--- src/rtl/question_gen.sv ---
// ============================================================================
// question_gen
// ----------------------------------------------------------------------------
// Builds the factorization puzzle shown to the player. Three digits 1..9 are
// picked, either from a free-running Galois LFSR or from a forced input. The
// block multiplies them with a shift-add multiplier, converts the product to
// 3-digit BCD by double-dabble, and publishes
//   o_question = {BCD product (hundreds, tens, ones), digit A, digit B, digit C}.
// A fresh question is started on every entry into the READY game state
// (4'b0010). If READY is left while a question is being built, the build is
// abandoned.
//
// Ports
//   i_clk         system clock
//   i_rst         synchronous reset, active-high
//   i_state[3:0]  game state; 0010 READY, 0011 QUESTION, 0100 INPUT,
//                 0111 WRONG, others = result states
//   i_fix_en      sampled at start; 1 = use i_fix_digits instead of the LFSR
//   i_fix_digits  forced digits A=[11:8], B=[7:4], C=[3:0] (clamped to 1..9)
//   o_question    [23:12] BCD product, [11:0] BCD factors A,B,C
//   o_q_valid     o_question holds a completed question
//   o_busy        generation in progress
//
// Build option
//   QGEN_NO_REPEAT_EN  when defined, a random question whose product equals
//                      the previously published product is redrawn (at most
//                      three redraws, then it is accepted). Forced digits are
//                      never redrawn.
// ============================================================================
module question_gen #(
    parameter int unsigned       LFSR_W    = 16,
    parameter logic [LFSR_W-1:0] SEED      = 16'hACE1,   // must be nonzero
    parameter logic [LFSR_W-1:0] LFSR_TAPS = 16'hB400,   // x^16+x^14+x^13+x^11+1
    parameter int unsigned       MAX_TRIES = 32
) (
    input  logic        i_clk,
    input  logic        i_rst,
    input  logic [3:0]  i_state,
    input  logic        i_fix_en,
    input  logic [11:0] i_fix_digits,
    output logic [23:0] o_question,
    output logic        o_q_valid,
    output logic        o_busy
);

    localparam logic [3:0] ST_READY = 4'b0010;
    localparam int unsigned TRY_W   = $clog2(MAX_TRIES) + 1;

    typedef enum logic [2:0] {
        S_IDLE,
        S_DRAW,
        S_MUL,
        S_BCD,
        S_DONE
    } fsm_t;

    // ------------------------------------------------------------------------
    // Registers
    // ------------------------------------------------------------------------
    fsm_t              r_fsm;
    logic [3:0]        r_prev_state;
    logic [LFSR_W-1:0] r_lfsr;
    logic              r_fix_mode;
    logic [3:0]        r_dig_a;
    logic [3:0]        r_dig_b;
    logic [3:0]        r_dig_c;
    logic [1:0]        r_dig_idx;
    logic [TRY_W-1:0]  r_tries;
    logic [3:0]        r_cnt;
    logic [6:0]        r_ab;
    logic [9:0]        r_prod;
    logic [9:0]        r_bin;
    logic [11:0]       r_bcd;
    logic [23:0]       r_question;
    logic              r_q_valid;
    logic              r_busy;
`ifdef QGEN_NO_REPEAT_EN
    logic [11:0]       r_prev_prod;
    logic [1:0]        r_redraws;
`endif

    // ------------------------------------------------------------------------
    // Combinational helpers
    // ------------------------------------------------------------------------
    fsm_t        w_fsm_next;
    logic        w_start;
    logic        w_abort;
    logic [LFSR_W-1:0] w_lfsr_next;
    logic [3:0]  w_cand;
    logic        w_cand_ok;
    logic        w_give_up;
    logic        w_draw_take;
    logic [3:0]  w_draw_digit;
    logic [6:0]  w_ab_next;
    logic [9:0]  w_prod_next;
    logic [11:0] w_bcd_adj;
    logic        w_redraw;

    function automatic logic [3:0] clamp_digit(input logic [3:0] d);
        if (d == 4'd0)
            return 4'd1;
        else if (d > 4'd9)
            return 4'd9;
        else
            return d;
    endfunction

    // A start is the first cycle READY is seen; it outranks an abort so that
    // dropping out of READY and coming straight back rebuilds the question.
    assign w_start = (i_state == ST_READY) && (r_prev_state != ST_READY);
    assign w_abort = r_busy && (i_state != ST_READY);

    // Right-shifting Galois LFSR.
    assign w_lfsr_next = (r_lfsr >> 1) ^ (r_lfsr[0] ? LFSR_TAPS : '0);

    // Random digit draw: one candidate per cycle, fallback to 1 on the
    // MAX_TRIES-th reject of the same digit.
    assign w_cand       = r_lfsr[3:0];
    assign w_cand_ok    = (w_cand >= 4'd1) && (w_cand <= 4'd9);
    assign w_give_up    = (r_tries == TRY_W'(MAX_TRIES - 1));
    assign w_draw_take  = w_cand_ok || w_give_up;
    assign w_draw_digit = w_cand_ok ? w_cand : 4'd1;

    // Shift-add multiplier: counts 0..3 build A*B from the bits of B,
    // counts 4..7 build (A*B)*C from the bits of C. r_cnt[1:0] is the bit index
    // in both phases.
    assign w_ab_next   = r_ab + (r_dig_b[r_cnt[1:0]] ? ({3'b000, r_dig_a} << r_cnt[1:0]) : 7'd0);
    assign w_prod_next = r_prod + (r_dig_c[r_cnt[1:0]] ? ({3'b000, r_ab} << r_cnt[1:0]) : 10'd0);

    // Double-dabble correction applied before every shift.
    always_comb begin
        w_bcd_adj = r_bcd;
        for (int n = 0; n < 3; n++) begin
            if (r_bcd[n*4 +: 4] >= 4'd5)
                w_bcd_adj[n*4 +: 4] = r_bcd[n*4 +: 4] + 4'd3;
        end
    end

`ifdef QGEN_NO_REPEAT_EN
    assign w_redraw = !r_fix_mode && (r_bcd == r_prev_prod) && (r_redraws != 2'd3);
`else
    assign w_redraw = 1'b0;
`endif

    // ------------------------------------------------------------------------
    // FSM: next-state logic
    // ------------------------------------------------------------------------
    // NOTE: every signal written in always_comb gets a default first so that no
    // path leaves it unassigned, which would otherwise infer a latch.
    always_comb begin
        w_fsm_next = r_fsm;
        case (r_fsm)
            S_IDLE: w_fsm_next = S_IDLE;
            S_DRAW: begin
                if (r_fix_mode || (w_draw_take && (r_dig_idx == 2'd2)))
                    w_fsm_next = S_MUL;
            end
            S_MUL: begin
                if (r_cnt == 4'd7)
                    w_fsm_next = S_BCD;
            end
            S_BCD: begin
                if (r_cnt == 4'd9)
                    w_fsm_next = S_DONE;
            end
            S_DONE:  w_fsm_next = w_redraw ? S_DRAW : S_IDLE;
            default: w_fsm_next = S_IDLE;
        endcase

        if (w_start)
            w_fsm_next = S_DRAW;
        else if (w_abort)
            w_fsm_next = S_IDLE;
    end

    // ------------------------------------------------------------------------
    // FSM: state register
    // ------------------------------------------------------------------------
    // NOTE: sequential state uses non-blocking assignments so that every
    // register samples the pre-edge values of the others, independent of
    // statement order.
    always_ff @(posedge i_clk) begin
        if (i_rst)
            r_fsm <= S_IDLE;
        else
            r_fsm <= w_fsm_next;
    end

    // ------------------------------------------------------------------------
    // Datapath
    // ------------------------------------------------------------------------
    always_ff @(posedge i_clk) begin
        if (i_rst) begin
            r_prev_state <= 4'b0000;
            r_lfsr       <= SEED;
            r_fix_mode   <= 1'b0;
            r_dig_a      <= 4'd0;
            r_dig_b      <= 4'd0;
            r_dig_c      <= 4'd0;
            r_dig_idx    <= 2'd0;
            r_tries      <= '0;
            r_cnt        <= 4'd0;
            r_ab         <= 7'd0;
            r_prod       <= 10'd0;
            r_bin        <= 10'd0;
            r_bcd        <= 12'd0;
            r_question   <= 24'd0;
            r_q_valid    <= 1'b0;
            r_busy       <= 1'b0;
`ifdef QGEN_NO_REPEAT_EN
            r_prev_prod  <= 12'd0;
            r_redraws    <= 2'd0;
`endif
        end else begin
            // Free-running so that player timing feeds the draw.
            r_lfsr       <= w_lfsr_next;
            r_prev_state <= i_state;

            // Phase counter restarts on every FSM transition.
            if (w_fsm_next != r_fsm)
                r_cnt <= 4'd0;
            else if ((r_fsm == S_MUL) || (r_fsm == S_BCD))
                r_cnt <= r_cnt + 4'd1;

            if (w_start) begin
                r_question <= 24'd0;
                r_q_valid  <= 1'b0;
                r_busy     <= 1'b1;
                r_fix_mode <= i_fix_en;
                r_dig_idx  <= 2'd0;
                r_tries    <= '0;
`ifdef QGEN_NO_REPEAT_EN
                r_redraws  <= 2'd0;
`endif
            end else if (w_abort) begin
                // Question and valid were already cleared by the start.
                r_busy <= 1'b0;
            end else begin
                case (r_fsm)
                    S_DRAW: begin
                        if (r_fix_mode) begin
                            r_dig_a <= clamp_digit(i_fix_digits[11:8]);
                            r_dig_b <= clamp_digit(i_fix_digits[7:4]);
                            r_dig_c <= clamp_digit(i_fix_digits[3:0]);
                        end else if (w_draw_take) begin
                            case (r_dig_idx)
                                2'd0:    r_dig_a <= w_draw_digit;
                                2'd1:    r_dig_b <= w_draw_digit;
                                default: r_dig_c <= w_draw_digit;
                            endcase
                            r_dig_idx <= r_dig_idx + 2'd1;
                            r_tries   <= '0;
                        end else begin
                            r_tries <= r_tries + 1'b1;
                        end
                        if (w_fsm_next == S_MUL) begin
                            r_ab   <= 7'd0;
                            r_prod <= 10'd0;
                        end
                    end
                    S_MUL: begin
                        if (r_cnt < 4'd4) begin
                            r_ab <= w_ab_next;
                        end else begin
                            r_prod <= w_prod_next;
                        end
                        // Hand the finished product straight to the converter.
                        if (r_cnt == 4'd7) begin
                            r_bin <= w_prod_next;
                            r_bcd <= 12'd0;
                        end
                    end
                    S_BCD: begin
                        {r_bcd, r_bin} <= {w_bcd_adj[10:0], r_bin, 1'b0};
                    end
                    S_DONE: begin
                        if (w_redraw) begin
`ifdef QGEN_NO_REPEAT_EN
                            r_redraws <= r_redraws + 2'd1;
`endif
                            r_dig_idx <= 2'd0;
                            r_tries   <= '0;
                        end else begin
                            r_question <= {r_bcd, r_dig_a, r_dig_b, r_dig_c};
                            r_q_valid  <= 1'b1;
                            r_busy     <= 1'b0;
`ifdef QGEN_NO_REPEAT_EN
                            r_prev_prod <= r_bcd;
`endif
                        end
                    end
                    default: ;
                endcase
            end
        end
    end

    assign o_question = r_question;
    assign o_q_valid  = r_q_valid;
    assign o_busy     = r_busy;

endmodule

--- config.mk ---
export PLATFORM = sky130hd
export DESIGN_NAME = question_gen
export DESIGN_NICKNAME = d
export VERILOG_FILES = /design/src/rtl/question_gen.sv
export SDC_FILE = /design/constraint.sdc
export NUM_CORES = 1
export LEC_CHECK = 0
export ABC_AREA = 1
export CAP_MARGIN = 20
export CORE_MARGIN = 2
export CORE_UTILIZATION = 30
export DETAILED_ROUTE_END_ITERATION = 16
export SETUP_SLACK_MARGIN = 0.3
export SKIP_CTS_REPAIR_TIMING = 1
export SLEW_MARGIN = 10
export SYNTH_ARGS = -nofsm -noshare
export SYNTH_HDL_FRONTEND = slang
export SYNTH_SLANG_ARGS = --single-unit
--- constraint.sdc ---
create_clock -name i_clk -period 2.65 [get_ports i_clk]
set_clock_uncertainty 0.15 [all_clocks]
set_input_delay 0.3975 -clock i_clk [delete_from_list [all_inputs] [get_ports i_clk]]
set_output_delay 0.3975 -clock i_clk [all_outputs]
set_load 0.02 [all_outputs]
# [After elaboration in Yosys (flattened, before gate mapping)]
# Index checks and enable logic that the tools add are counted.
[totals] ff_bits=113 elab_cells=135
[classes] addsub=8 magnitude_cmp=10 eq_ne=19 shifts=2 mux=46 bitwise=4 n_reduce_logical=29
[ops] cell="$mux 4" n=18
[ops] cell="$mux 10" n=4
[ops] cell="$pmux 10 s2" n=2
[ops] cell="$reduce_and 5->1" n=5
[ops] cell="$pmux 12 s2" n=1
[ops] cell="$mux 7" n=3
[ops] cell="$mux 3" n=6
[ops] cell="$mux 16" n=1
[ops] cell="$xor 15x16->16" n=1
[ops] cell="$pmux 7 s2" n=1
[ops] cell="$ge 4x3->1 const B" n=3
[ops] cell="$gt 4x4->1 const B" n=3
[ops] cell="$logic_not 4->1" n=3
[ops] cell="$mux 12" n=1
[ops] cell="$add 10x10->10" n=1
[ops] cell="$reduce_bool 2->1" n=5
[ops] cell="$shl 7x2->10" n=1
[ops] cell="$eq 3x2->1 const B" n=3
[ops] cell="$pmux 3 s3" n=1
[ops] cell="$add 4x2->4 const B" n=2
[ops] cell="$ne 4x2->1 const B" n=2
[ops] cell="$reduce_and 4->1" n=2
[ops] cell="$add 7x7->7" n=1
[ops] cell="$shl 4x2->7" n=1
[ops] cell="other kinds (30)" n=47

# [Depth between registers and ports, before layout]
[logic_depth] word_depth=12 depth_mapped=18 depth_no_buf=18

# [Least setup slack after synthesis]
# OpenSTA, ideal clock, no wires.
[synth_timing] path_kind="register to register" start="register r_cnt[0]" end="register r_ab[6]" setup_time_ps=115 arrival_ps=2445 required_time_ps=2385 setup_slack_ps=-60 path_stages_with_launch=17 n_path_buf=2 cell_sequence="dfxtp_1 > buf_2 > buf_1 > mux2i_1 > nor2_1 > o21ai_0 > inv_1 > ha_1 > nand3_1 > nand3_1 > nand2_1 > nand2_1 > a21oi_1 > a21oi_1 > o21a_1 > o21ai_1 > nor2_1"
[synth_via] elab_chain_cells=8 elab_cells_between_ends=19 classes_between="add/sub: 1; order compare: 1; eq/ne: 5; shift: 1; mux: 10; reduce/logical: 1"
[synth_lines] element="start: declaration" line_no="69" rtl="logic [3:0] r_cnt;"
[synth_lines] element="start signal: assignment" line_no="223" rtl="r_cnt <= r_cnt + 4'd1;"
[synth_lines] element="branches (longest 8 deep; another with $add 7x7->7)"
[synth_lines] element="end signal: assignment" line_no="263" rtl="r_ab <= w_ab_next;"
[synth_lines] element="end: declaration" line_no="70" rtl="logic [6:0] r_ab;"
# Parallel ways; which one is timed is not known. The select of a mux whose other input is x is not followed.
# A chain may end at the register's enable or synchronous reset.

# [Final worst setup path]
# Same ends and word-level chain as after synthesis.

==> metrics.cfg <==
[outcome]
status=completed

[cells_and_area]
nFillCells=1839
antennaDiodeCount=0
fin_nets=913
layout_commonest_cell=dfxtp_1
final_cell_mix=112 x dfxtp_1, 104 x nor2_1, 92 x nand2_1, 79 x o21ai_0, 76 x inv_1
areaGrowthSynthToFinish_pct=35.05
layout-drive-gt1-share_pct=19.02

[yosys]
synthesis.nets=838
syn_avg_cell_area_um2=7.247
synth_cells=790
ys_warn_count=0
synth_cell_types=37
synth-seq-cells=113
seq_area_frac_synth_pct=39.51
netlist_area_um2=5725

[power]
p_leak_uw=0.003148
max-vdd-ir-drop_mv=0.4875
power_density_nw_per_um2=575.8

[global_route]
grt_overflow=0
grt.total_usage_pct=14.41
grt_pass1_wl_mm=23.51
grt_max_degree=50
antenna_found_initial=0
grt_pass1_vias=4906

[floorplan]
die_y_um=142.2
fp-row-count=50
ios=45
core_um2=18710
die_area_um2=20210
initial_core_util_pct=30.61
die_x_um=142.2

[timing]
fin_ws_ns=0.1361
period_minus_slack_ns=2.514
worstMarginPinSlew_ns=0.5788
max-slew-margin-rel_pct=61.37
fmax_mhz=397.8
hold_viol_final=0
slew_violations=0
setup_tns_ns=0
fin_crit_sh_pct=94.86
rsz0062_at_grt=true
setup_viol=0

[critical_path]
cp_data_required_time_ns=2.81
path_max_fanout=5
crit_slowest_cell=dfxtp_4
endpoint_kind=register
critical_path_class=reg2reg
crit_path_start_kind=register
slowest_delay_ns=0.40
path_buf_inv=3
crit_family=compound AO/OA/AOI/OAI gates
path_cells=buf_6 > buf_12 > mux2i_4 > nor2_2 > o21ai_2 > inv_2 > ha_4 > nand3_2 > nand3_2 > nand2_2 > nand2_2 > a21oi_2 > a21oi_1 > o21a_1 > o21ai_1 > nor2_1
cp.arrival_ns=2.68

[clock_network]
cts.sink_count=113
cts_buffers=17
root_buffer=clkbuf_16
clkSlewWorstSetupHoldPaths_ns=0.06
cts_tree=built
htreeDepth=4
clk_latency_ns=0.42
cts.path.max_buffers=2

[drt]
drt-total-wl_mm=15.08
drt_iter0_markers=280
vias=5461
via_per_inst=4.911
wl_met3_um=508
first_pass_iters=4
avgRoutedWirePerCell_um=13.56
antenna_left=0
drc=0
dr_wl_met2_mm=7.139
wl_met1_mm=7.202
top_layer=met4

[place]
gp_congestion=0.8499
dp_hpwl_mm=10.16
port_buffers=44
pre_cts_slack_ns=-0.05209

[hold_path]
hold_path.class=reg2reg

[flow_run]
cap_violations=0

## worst register-to-register path, cell delays in order (launching register included)
cell and delay, ns:
dfxtp_4 0.40, buf_6 0.13, buf_12 0.12, mux2i_4 0.23, nor2_2 0.06, o21ai_2 0.14
inv_2 0.06, ha_4 0.26, nand3_2 0.08, nand3_2 0.08, nand2_2 0.10, nand2_2 0.06
a21oi_2 0.16, a21oi_1 0.08, o21a_1 0.11, o21ai_1 0.12, nor2_1 0.07
## per-stage QoR
| stage | instance area, um2 | instances | power (uW) | hold WS [ns] | util (%) |
|---|---|---|---|---|---|
| floorplan | 5774 | 790 | 1885 | 0.2383 | - |
| global placement | 6550 | 1062 | 1957 | 0.2409 | 35.02 |
| detailed placement | 6550 | 1062 | 1959 | 0.2428 | 35.02 |
| CTS | 7191 | 1094 | 4468 | 0.2544 | 38.44 |
| global route | 7732 | 1112 | 4600 | 0.2676 | 41.34 |
| finish | 7732 | 1112 | 4452 | 0.2515 | 41.34 |
## state kept, by name (all words and copies together) (netlist names)
register / cells
r_bin: 10
o_busy: 1
r_prod: 10
r_prev_state: 4
o_question: 24
r_dig_idx: 2
r_dig_a: 4
r_cnt: 4
r_lfsr: 16
r_ab: 7
r_fsm: 3
r_dig_b: 4
r_dig_c: 4
r_tries: 6
r_fix_mode: 1
r_bcd: 12
o_q_valid: 1
## per-layer routing
| layer | vias to the layer above | GRT usage, % |
|---|---|---|
| li1 | 2794 | - |
| met1 | 2533 | 19.13 |
| met2 | 104 | 23.09 |
| met3 | 30 | 3.264 |
| met4 | 0 | 4.947 |
| met5 | - | 0 |
## final cells by class
class                           count  area [um2]  area share (%)
Clock buffer                       18       429.2           5.550
Clock inverter                     14       211.5           2.735
Inverter                           88       332.8           4.304
Multi-Input combinational cell    562        3413           44.14
Sequential cell                   113        2266           29.30
Tap cell                          234       292.8           3.786
Timing Repair Buffer               83       787.0           10.18
## final timing paths
path	to	from	depth (start not counted)	slack (ns)
setup reg to reg	r_ab[6]$_SDFFE_PP0P_	r_cnt[0]$_SDFFE_PP0P_	16	0.14
hold / removal	r_lfsr[9]$_SDFF_PP0_	r_lfsr[10]$_SDFF_PP1_	2	0.25
setup / recovery	r_ab[6]$_SDFFE_PP0P_	r_cnt[0]$_SDFFE_PP0P_	16	0.14
hold reg to reg	r_lfsr[9]$_SDFF_PP0_	r_lfsr[10]$_SDFF_PP1_	2	0.25
## logic make-up (layout without fill, tap and decap cells)
kind of cell / count (synthesis) / after routing / synth area share [%]
compound gates: 194 / 194 / 17.79
xor+xnor: 17 / 17 / 2.601
simple gates: 312 / 314 / 24.13
flops: 113 / 113 / 39.51
fa+ha+maj: 29 / 29 / 6.600
mux: 8 / 8 / 1.399
buf+inv: 117 / 203 / 7.976
## where the power goes
group          switching (uW)  internal, uW
Clock                     847          1660
Combinational             118          78.5
Sequential               18.5          1730
## cell usage after synthesis (all sizes together)
library cell	number	share of area [%]
dfxtp	113	40
a211oi	4	0.52
a31oi	15	1.6
clkinv	3	0.20
o22ai	4	0.44
nand2	107	7.2
o21bai	1	0.13
o21a	2	0.26
ha	27	5.9
nor2	119	8.2
o211ai	1	0.13
nand3b	1	0.13
xnor2	3	0.46
nand4	22	2.5
or2	8	0.87
nand3	45	4.1
o21ai	97	8.5
clkbuf	19	1.2
fa	2	0.70
nor3	10	1.1
a21oi	70	6.2
buf	10	0.96
xor2	14	2.1
mux2i	8	1.4
inv	85	5.6
Power figures use the tool's default switching activity.
